**src/rtl/fifo_arb_pkg.sv**
```systemverilog
// Shared types and sizing helpers for the FIFO write-port arbiter.
package fifo_arb_pkg;

  typedef enum logic {IDLE, BURST} arb_state_t;

  // Width able to hold a beat count of 0..max_burst.
  function automatic int unsigned beat_cnt_w(input int unsigned max_burst);
    return (max_burst < 1) ? 1 : $clog2(max_burst + 1);
  endfunction

endpackage

```
**src/rtl/rr_pick.sv**
```systemverilog
// Combinational round-robin pick: first set request scanning upward from start_i, wrapping.
module rr_pick #(
  parameter int unsigned NUM_REQ = 4,
  parameter int unsigned IW      = $clog2(NUM_REQ)
) (
  input  logic [NUM_REQ-1:0] req_i,
  input  logic [IW-1:0]      start_i,
  output logic [IW-1:0]      winner_o,
  output logic               any_req_o
);

  int unsigned idx;

  always_comb begin
    winner_o  = '0;
    any_req_o = 1'b0;
    idx       = 0;
    for (int unsigned i = 0; i < NUM_REQ; i++) begin
      idx = (32'(start_i) + i) % NUM_REQ;
      if (!any_req_o && req_i[idx]) begin
        any_req_o = 1'b1;
        winner_o  = IW'(idx);
      end
    end
  end

endmodule

```
**src/rtl/fifo_wr_arbiter.sv**
```systemverilog
// Burst-locked round-robin arbiter sharing one FIFO push port among NUM_REQ producers.
// Optional per-requester beat counters are built when FIFO_WR_ARB_STATS_EN is defined.
module fifo_wr_arbiter
  import fifo_arb_pkg::*;
#(
  parameter int unsigned NUM_REQ    = 4,
  parameter int unsigned DATA_WIDTH = 32,
  parameter int unsigned MAX_BURST  = 4,
  parameter int unsigned IW         = $clog2(NUM_REQ)
) (
  input  logic                          i_clk,
  input  logic                          i_rst,
  input  logic [NUM_REQ-1:0]            i_valid_s,
  input  logic [NUM_REQ*DATA_WIDTH-1:0] i_data_s,
  output logic [NUM_REQ-1:0]            o_ready_s,
  output logic                          o_valid_m,
  output logic [DATA_WIDTH-1:0]         o_data_m,
  output logic [IW-1:0]                 o_src_id,
  input  logic                          i_ready_m
`ifdef FIFO_WR_ARB_STATS_EN
  ,
  output logic [NUM_REQ*16-1:0]         o_beat_cnt
`endif
);

  localparam int unsigned BW = beat_cnt_w(MAX_BURST);

  arb_state_t      state_q, state_d;
  logic [IW-1:0]   grant_q, grant_d;
  logic [IW-1:0]   rr_ptr_q, rr_ptr_d;
  logic [BW-1:0]   beat_cnt_q, beat_cnt_d;
  logic [IW-1:0]   winner;
  logic            any_req;
  logic [IW-1:0]   next_ptr;

  rr_pick #(
    .NUM_REQ (NUM_REQ),
    .IW      (IW)
  ) u_rr_pick (
    .req_i     (i_valid_s),
    .start_i   (rr_ptr_q),
    .winner_o  (winner),
    .any_req_o (any_req)
  );

  assign next_ptr = (grant_q == IW'(NUM_REQ - 1)) ? '0 : grant_q + IW'(1);
  assign o_src_id = grant_q;

  always_comb begin
    state_d    = state_q;
    grant_d    = grant_q;
    rr_ptr_d   = rr_ptr_q;
    beat_cnt_d = beat_cnt_q;
    o_valid_m  = 1'b0;
    o_data_m   = '0;
    o_ready_s  = '0;
    unique case (state_q)
      IDLE: begin
        if (any_req) begin
          grant_d    = winner;
          beat_cnt_d = '0;
          state_d    = BURST;
        end
      end
      BURST: begin
        o_valid_m          = i_valid_s[grant_q];
        o_data_m           = i_data_s[int'(grant_q) * DATA_WIDTH +: DATA_WIDTH];
        // Ready depends only on the FIFO, never on the requester's valid.
        o_ready_s[grant_q] = i_ready_m;
        if (!i_valid_s[grant_q]) begin
          state_d  = IDLE;
          rr_ptr_d = next_ptr;
        end else if (i_ready_m) begin
          beat_cnt_d = beat_cnt_q + BW'(1);
          if (beat_cnt_q == BW'(MAX_BURST - 1)) begin
            state_d  = IDLE;
            rr_ptr_d = next_ptr;
          end
        end
      end
      default: state_d = IDLE;
    endcase
  end

  always_ff @(posedge i_clk) begin
    if (i_rst) begin
      state_q    <= IDLE;
      grant_q    <= '0;
      rr_ptr_q   <= '0;
      beat_cnt_q <= '0;
    end else begin
      state_q    <= state_d;
      grant_q    <= grant_d;
      rr_ptr_q   <= rr_ptr_d;
      beat_cnt_q <= beat_cnt_d;
    end
  end

`ifdef FIFO_WR_ARB_STATS_EN
  logic [15:0] stat_q [NUM_REQ];
  logic [15:0] stat_d [NUM_REQ];

  // Saturating count of beats accepted from each requester.
  always_comb begin
    for (int unsigned k = 0; k < NUM_REQ; k++) begin
      stat_d[k] = stat_q[k];
      if (o_ready_s[k] && i_valid_s[k] && (stat_q[k] != 16'hFFFF)) begin
        stat_d[k] = stat_q[k] + 16'd1;
      end
    end
  end

  always_ff @(posedge i_clk) begin
    for (int unsigned k = 0; k < NUM_REQ; k++) begin
      if (i_rst) begin
        stat_q[k] <= '0;
      end else begin
        stat_q[k] <= stat_d[k];
      end
    end
  end

  always_comb begin
    o_beat_cnt = '0;
    for (int unsigned k = 0; k < NUM_REQ; k++) begin
      o_beat_cnt[k*16 +: 16] = stat_q[k];
    end
  end
`else
  // No statistics counters in this build.
`endif

endmodule
```
**config.mk**
```make
export PLATFORM = sky130hd
export DESIGN_NAME = fifo_wr_arbiter
export DESIGN_NICKNAME = d
export VERILOG_FILES = /design/src/rtl/fifo_arb_pkg.sv /design/src/rtl/rr_pick.sv /design/src/rtl/fifo_wr_arbiter.sv
export SDC_FILE = /design/constraint.sdc
export NUM_CORES = 1
export LEC_CHECK = 0
export ABC_CLOCK_PERIOD_IN_PS = 3550
export CAP_MARGIN = 20
export CORE_MARGIN = 1
export CORE_UTILIZATION = 31
export DETAILED_ROUTE_END_ITERATION = 6
export GPL_ROUTABILITY_DRIVEN = 0
export PLACE_DENSITY = 0.89
export SETUP_SLACK_MARGIN = 0.05
export SLEW_MARGIN = 20
export SYNTH_ARGS = -nofsm -noshare
export SYNTH_HDL_FRONTEND = slang
export SYNTH_SLANG_ARGS = --single-unit
```
**constraint.sdc**
```tcl
create_clock -name i_clk -period 3.55 [get_ports i_clk]
set_clock_uncertainty 0.1 [all_clocks]
set_input_delay 0.355 -clock i_clk [delete_from_list [all_inputs] [get_ports i_clk]]
set_output_delay 0.355 -clock i_clk [all_outputs]
set_load 0.02 [all_outputs]
```
# --- Word-level counts from Yosys, hierarchy flattened ---
# Cells that the tools add are included.
word_totals:
  register_bits: 8
  latch_bits: 0
  ramBits: 0
  rom_bits: 0
  in_bits: 135
  output_inout_bits: 39
  wordCells: 71
  n_memories: 0
op_classes:
  n_addsub: 5
  mul: 0
  n_div: 0
  magnitude_cmp: 6
  eq_ne: 7
  n_shift: 1
  mux: 36
  bitwise_logic: 2
  n_reduce_logical: 10
ops:
  columns: ["operator", "n"]
  rows:
  - ["$shiftx A128 B8 Y32", 1]
  - ["$mux W32", 1]
  - ["$mux W2", 8]
  - ["$lt A2 B3 Y1 const B", 5]
  - ["$mux W1", 15]
  - ["$bmux W1 S2", 5]
  - ["$mux W3", 3]
  - ["$ne A2 B2 Y1 const B", 3]
  - ["$pmux W3 S2", 1]
  - ["$reduce_and A3 Y1", 2]
  - ["$add A2 B1 Y2 const B", 2]
  - ["$add A2 B2 Y2 const B", 2]
  - ["$and A4 B4 Y4", 1]
  - ["$logic_and A1 B1 Y1", 4]
  - ["$mux W4", 1]
  - ["$ne A2 B1 Y1 const B", 2]
  - ["$add A3 B1 Y3 const B", 1]
  - ["$eq A3 B2 Y1 const B", 1]
  - ["$logic_not A1 Y1", 3]
  - ["$demux W1 S2", 1]
  - ["$eq A2 B2 Y1 const B", 1]
  - ["$ge A2 B1 Y1 const B", 1]
  - ["$pmux W1 S2", 1]
  - ["$reduce_and A2 Y1", 1]
  - ["$not A1 Y1", 1]

# --- Longest topological paths before layout ---
# Gate-level depths: netlist of run 1.
depth:
  ltp_word: 14
  depth_mapped: 6
  mapped_depth_nobuf: 6

# --- Hierarchy ---
# From an unflattened synthesis of run 1, not the netlist that was laid out.
hier_totals:
  hier_cells: 147
  hier_area_um2: 1589.0
modules_own_cells:
  columns: ["module", "n_inst", "cells_per_inst", "area_each_um2", "seq_area_each_um2"]
  rows:
  - ["fifo_wr_arbiter", 1, 132, 1511.4, 160.2]
  - ["rr_pick", 1, 15, 77.6, 0.0]

# --- Worst setup path before layout of run 1 ---
# No wires, ideal clock.
synth_path:
  path_kind: "reg2out"
  startpoint: "register grant_q[0] (netlist: o_src_id[0])"
  endpoint: "output port o_data_m[24]"
  arrival_ns: 1.698
  required_ns: 3.095
  slack_ns: 1.397
  stages_incl_launch_ff: 5
  path_buffers: 2
  path_cell_list: "dfxtp_1 buf_6 buf_2 mux4_2 and2_1"
synth_between:
  elab_chain_len: 2
synth_lines:
  columns: ["element", "line_no", "source"]
  rows:
  - ["start, declared", "fifo_wr_arbiter.sv:29", "logic [IW-1:0] grant_q, grant_d;"]
  - ["start signal, assigned", "fifo_wr_arbiter.sv:93", "grant_q <= grant_d;"]
  - ["$shiftx A128 B8 Y32", "fifo_wr_arbiter.sv:67", "o_data_m = i_data_s[int'(grant_q) * DATA_WIDTH +: DATA_WIDTH];"]
  - ["$mux W32", "fifo_wr_arbiter.sv:57", "unique case (state_q)"]
  - ["end, declared", "fifo_wr_arbiter.sv:17", "output logic [DATA_WIDTH-1:0] o_data_m,"]
# No other way between the ends.

# --- Worst setup path after layout of run 1 ---
layout_path:
  startpoint: "register grant_q[1] (netlist: o_src_id[1])"
  endpoint: "output port o_data_m[13]"
# Same word-level chain as after synthesis.

==> results_dict.tcl, run 1 <==
set metrics [dict create \
    status "finished clean" \
    cp_data_required_time_ns 3.09 \
    finalSetupViolCount 0 \
    ys_types 29 \
    rsz0062_at_grt "false" \
    stdcell_count 376 \
    grt-ovfl-total 0 \
    period_share_pct 76.5 \
    leakage_nw 1.20 \
    via_per_inst 5.00 \
    cts_tree "built" \
    grt_pass1_wl_mm 9.74 \
    avgSynthCellArea_um2 10.9 \
    grt_pass1_vias 1897 \
    die_x_um 73.0 \
    pre_cts_ws_ns 1.01 \
    grt_use_total_pct 24.3 \
    max_freq_mhz 368 \
    finalPower_mw 0.669 \
    synth_edf_count 0 \
    wire_per_inst_um 17.7 \
    stdcell_area_um2 3390 \
    tightest_slew_ns 0.786 \
    holdBufCountCts 0 \
    cts_resized 0 \
    grt_antenna_before_repair 0 \
    worstPathMaxFanout 27 \
    final_cell_mix "clkdlybuf4s50_1 (173), mux4_2 (33), and2_1 (32)" \
    die_area_um2 5320 \
    setup.worst_path.end_class "primary output" \
    ios 174 \
    die_y_um 73.0 \
    ir_drop_uv 215 \
    vias 1880 \
    critPathMaxStageDelay_ns 0.54 \
    clockRootBuffer "clkbuf_8" \
    ys_seq_area_share_pct 10.3 \
    syn_area_um2 1560 \
    cts_setup_buffers 0 \
    slew_headroom_pct 47.5 \
    crit_type "flop to primary output" \
    cp.arrival_ns 2.26 \
    maxCapViolCount 0 \
    start_util_pct 32.6 \
    grt_max_degree 37 \
    num_rows 25 \
    final_core_util_pct 70.7 \
    clock_path_buffers 2 \
    syn-instance-count 143 \
    ys.flop_type "dfxtp_1" \
    slew_violations 0 \
    htreeDepth 1 \
    setup_tns_ns 0 \
    diodes 0 \
    hold_ws_ns 0.363 \
    clock_latency_ns 0.22 \
    hold_class "flop to flop" \
    area_growth_pct 117 \
    numCtsBuffers 3 \
    first_pass_iters 4 \
    clkTransAtPathRegs_ns 0.04 \
    drcViolationCount 0 \
    cp_slowest_cell "clkdlybuf4s50_1" \
    crit_path_cell_trace "buf_4 > mux4_2 > and2_1 > clkdlybuf4s50_1" \
    final_nets 452 \
    dp_hpwl_mm 5.53 \
    place_inst 373 \
    worstSetupStartpointType "flop" \
    post-route-min-period_ns 2.72 \
    core_region_area_um2 4790 \
    cts.sinks 8 \
    synth_fp_nets 284 \
    ant_nets 0 \
    final_layout_size_suffix_gt1_share_pct 15.2 \
    drt_wl_total_mm 6.64 \
    place_area_um2 3340 \
    setup_ws_ns 0.835 \
    p_per_area_nw_per_um2 197 \
    synth_warnings 0 \
    synth_seq_cells 8 \
    final_common_cell "clkdlybuf4s50_1" \
    hold_viol 0 \
    drtIter0Drc 58 \
    port_buffers 173 \
    async_flop_share_pct 0 \
]
state kept, by name, summed over array words and instances (netlist names):
name and count:
o_src_id 2, state_q 1, rr_ptr_q 2, beat_cnt_q 3
worst paths after layout:
| kind | depth (start not counted) | start | slack (ns) | to |
|---|---|---|---|---|
| worst max-delay path | 4 | o_src_id[1]$_SDFFE_PP0P_ | 0.83 | o_data_m[13] |
| worst min-delay path | 2 | beat_cnt_q[2]$_SDFFE_PP0P_ | 0.36 | beat_cnt_q[2]$_SDFFE_PP0P_ |
| worst max register to register | 5 | o_src_id[0]$_SDFFE_PP0P_ | 1.56 | rr_ptr_q[1]$_SDFFE_PP0P_ |
| worst min register to register | 2 | beat_cnt_q[2]$_SDFFE_PP0P_ | 0.36 | beat_cnt_q[2]$_SDFFE_PP0P_ |
final cells by class:
| type | count | area, um2 |
|---|---|---|
| clock buffer | 3 | 41.3 |
| fill | 363 | 1400 |
| inverter | 8 | 30.0 |
| multi-input combinational | 114 | 1300 |
| sequential | 8 | 163 |
| tap | 67 | 83.8 |
| timing repair buffer | 176 | 1770 |
critical path: cells and delay by family, from the launching register on:
kind | cells | cell delay, ns
buffers and inverters | 2 | 0.94
flip-flops | 1 | 0.53
multiplexers | 1 | 0.37
AND/OR/NAND/NOR | 1 | 0.17
cells in the mapped netlist (3+ instances only):
| master | count | area [um2] |
|---|---|---|
| a21oi_1 | 10 | 50.1 |
| and2_1 | 32 | 200 |
| and3_1 | 4 | 25.0 |
| buf_4 | 3 | 22.5 |
| clkbuf_1 | 6 | 22.5 |
| dfxtp_1 | 8 | 160 |
| ha_1 | 6 | 75.1 |
| inv_1 | 8 | 30.0 |
| mux4_2 | 33 | 743 |
| nand2_1 | 3 | 11.3 |
| nand3_1 | 4 | 20.0 |
| nor2_1 | 4 | 15.0 |
where the power goes:
group          switching [mW]  internal (mW)  total, mW
clock                  0.0336         0.0733      0.107
combinational           0.153          0.296      0.449
sequential             0.0165         0.0958      0.112
layer usage:
layer  share of wire [%]  vias to the layer above  wire length (um)  global-route usage [%]
met5                   0                        -                 0                       0
met4                 2.2                        0               143                    5.66
met3                 9.8                       12               651                    8.01
met2                  51                       92              3380                    45.6
met1                  37                      890              2460                    26.3
li1                    -                      886                 -                       -
cell families (layout without fill, tap and decap cells):
kind of cell	after synthesis	in the layout	share of synthesized area, %
flip-flops	8	8	10.3
buffers and inverters	21	187	6.41
AND/OR/NAND/NOR	55	55	20.8
multiplexers	37	37	50.3
adder cells (fa/ha/maj)	6	6	4.81
AO/OA/AOI/OAI	16	16	7.45
No activity file was read; power rests on OpenSTA's default activity.
==> run 2, diff against run 1 <==
--- a/config.mk
+++ b/config.mk
@@ -5,13 +5,13 @@
 export SDC_FILE = /design/constraint.sdc
 export NUM_CORES = 1
 export LEC_CHECK = 0
-export ABC_CLOCK_PERIOD_IN_PS = 3550
+export ABC_CLOCK_PERIOD_IN_PS = 2700
 export CAP_MARGIN = 20
 export CORE_MARGIN = 1
-export CORE_UTILIZATION = 31
+export CORE_UTILIZATION = 28
 export DETAILED_ROUTE_END_ITERATION = 6
 export GPL_ROUTABILITY_DRIVEN = 0
-export PLACE_DENSITY = 0.89
+export PLACE_DENSITY = 0.82
 export SETUP_SLACK_MARGIN = 0.05
 export SLEW_MARGIN = 20
 export SYNTH_ARGS = -nofsm -noshare
==> constraint.sdc (replaced) <==
create_clock -name i_clk -period 2.7 [get_ports i_clk]
set_clock_uncertainty 0.1 [all_clocks]
set_input_delay 0.27 -clock i_clk [delete_from_list [all_inputs] [get_ports i_clk]]
set_output_delay 0.27 -clock i_clk [all_outputs]
set_load 0.02 [all_outputs]
==> results_dict.tcl, run 2 (synthesis gave the netlist of run 1 again) <==
set metrics [dict create \
    status "finished clean" \
    htreeDepth 1 \
    final_common_cell "clkdlybuf4s50_1" \
    hold_viol 0 \
    post-route-min-period_ns 2.46 \
    ant_nets 0 \
    drt_wl_total_mm 6.63 \
    clockRootBuffer "clkbuf_8" \
    finalSetupViolCount 0 \
    finalPower_mw 0.898 \
    clkTransAtPathRegs_ns 0.04 \
    port_buffers 173 \
    critPathMaxStageDelay_ns 0.57 \
    ios 174 \
    area_growth_pct 121 \
    vias 1898 \
    cts_setup_buffers 0 \
    setup.worst_path.end_class "primary output" \
    dp_hpwl_mm 5.57 \
    first_pass_iters 4 \
    stdcell_count 382 \
    leakage_nw 1.23 \
    die_x_um 76.7 \
    crit_path_cell_trace "buf_12 > mux4_2 > and2_1 > clkdlybuf4s50_1" \
    slew_violations 0 \
    cts_tree "built" \
    worstSetupStartpointType "flop" \
    wire_per_inst_um 17.3 \
    drtIter0Drc 58 \
    clock_path_buffers 2 \
    grt_use_total_pct 21.9 \
    grt_antenna_before_repair 0 \
    drcViolationCount 0 \
    slew_headroom_pct 73.9 \
    ir_drop_uv 221 \
    cp_slowest_cell "dfxtp_2" \
    grt_pass1_vias 1807 \
    setup_tns_ns 0 \
    maxCapViolCount 0 \
    hold_class "flop to flop" \
    period_share_pct 91.1 \
    crit_type "flop to primary output" \
    cts.sinks 8 \
    cp.arrival_ns 2.09 \
    rsz0062_at_grt "false" \
    final_cell_mix "clkdlybuf4s50_1 (173), mux4_2 (33), and2_1 (32)" \
    p_per_area_nw_per_um2 260 \
    clock_latency_ns 0.23 \
    grt_pass1_wl_mm 10.0 \
    die_area_um2 5880 \
    place_inst 379 \
    holdBufCountCts 0 \
    cp_data_required_time_ns 2.33 \
    core_region_area_um2 5240 \
    cts_resized 0 \
    hp-start "beat_cnt_q[2]$_SDFFE_PP0P_" \
    numCtsBuffers 3 \
    grt-ovfl-total 0 \
    diodes 0 \
    largest_reg_flops 3 \
    start_util_pct 29.8 \
    num_rows 26 \
    via_per_inst 4.97 \
    final_layout_size_suffix_gt1_share_pct 16.0 \
    worstPathMaxFanout 25 \
    cp-startpoint "o_src_id[1]$_SDFFE_PP0P_" \
    max_freq_mhz 407 \
    final_nets 455 \
    top_register "beat_cnt_q" \
    grt_max_degree 26 \
    tightest_slew_ns 0.392 \
    die_y_um 76.7 \
    timing.rr.start "o_src_id[0]$_SDFFE_PP0P_" \
]
[run 2: changes by cell type in the layout (fill, tap and decap cells not counted), sizes merged]
cell and change:
buf +3
[run 2: critical path: cells and delay by family (launching register included)]
| family | cells | cell delay [ns] |
|---|---|---|
| buffers and inverters | 2 | 0.78 |
| muxes | 1 | 0.33 |
| and+or+nand+nor | 1 | 0.17 |
| DFF | 1 | 0.57 |
[run 2: per-stage QoR]
| step | util [%] | worst slack (ns) | hold WS, ns | area, um2 |
|---|---|---|---|---|
| detailed placement | 65.1 | 0.322 | 0.369 | 3410 |
| floorplan | - | 0.632 | 0.340 | 1560 |
| global placement | 65.1 | 0.348 | 0.355 | 3410 |
| CTS | 65.9 | 0.237 | 0.377 | 3450 |
| global route | 65.9 | 0.152 | 0.413 | 3450 |
| finish | 65.9 | 0.241 | 0.374 | 3450 |
[run 2: final timing paths]
| path | end | slack (ns) | depth (start not counted) |
|---|---|---|---|
| worst max-delay path | o_data_m[16] | 0.24 | 4 |
| worst min-delay path | beat_cnt_q[2]$_SDFFE_PP0P_ | 0.37 | 2 |
| worst max register to register | rr_ptr_q[1]$_SDFFE_PP0P_ | 0.88 | 5 |
| worst min register to register | beat_cnt_q[2]$_SDFFE_PP0P_ | 0.37 | 2 |
[run 2: power by group]
part | leakage [nW] | switching (mW) | internal [mW]
sequential | 0.0661 | 0.0151 | 0.126
clock | 0.0216 | 0.0486 | 0.0967
combinational | 1.14 | 0.209 | 0.403
[run 2: final cells by class]
cell class              count  area (um2)
clock buffers               3        41.3
fillers                   436        1790
inverters                   8        30.0
multi-input cells         114        1300
flip-flops and latches      8         163
well taps                  70        87.6
repair buffers            179        1830
[run 2: per-layer routing]
layer	track usage, %	wire (um)	up-vias
li1	-	-	891
met1	28.0	2690	906
met2	38.3	3400	93
met3	3.93	446	8
met4	4.42	91	0
met5	0	0	-
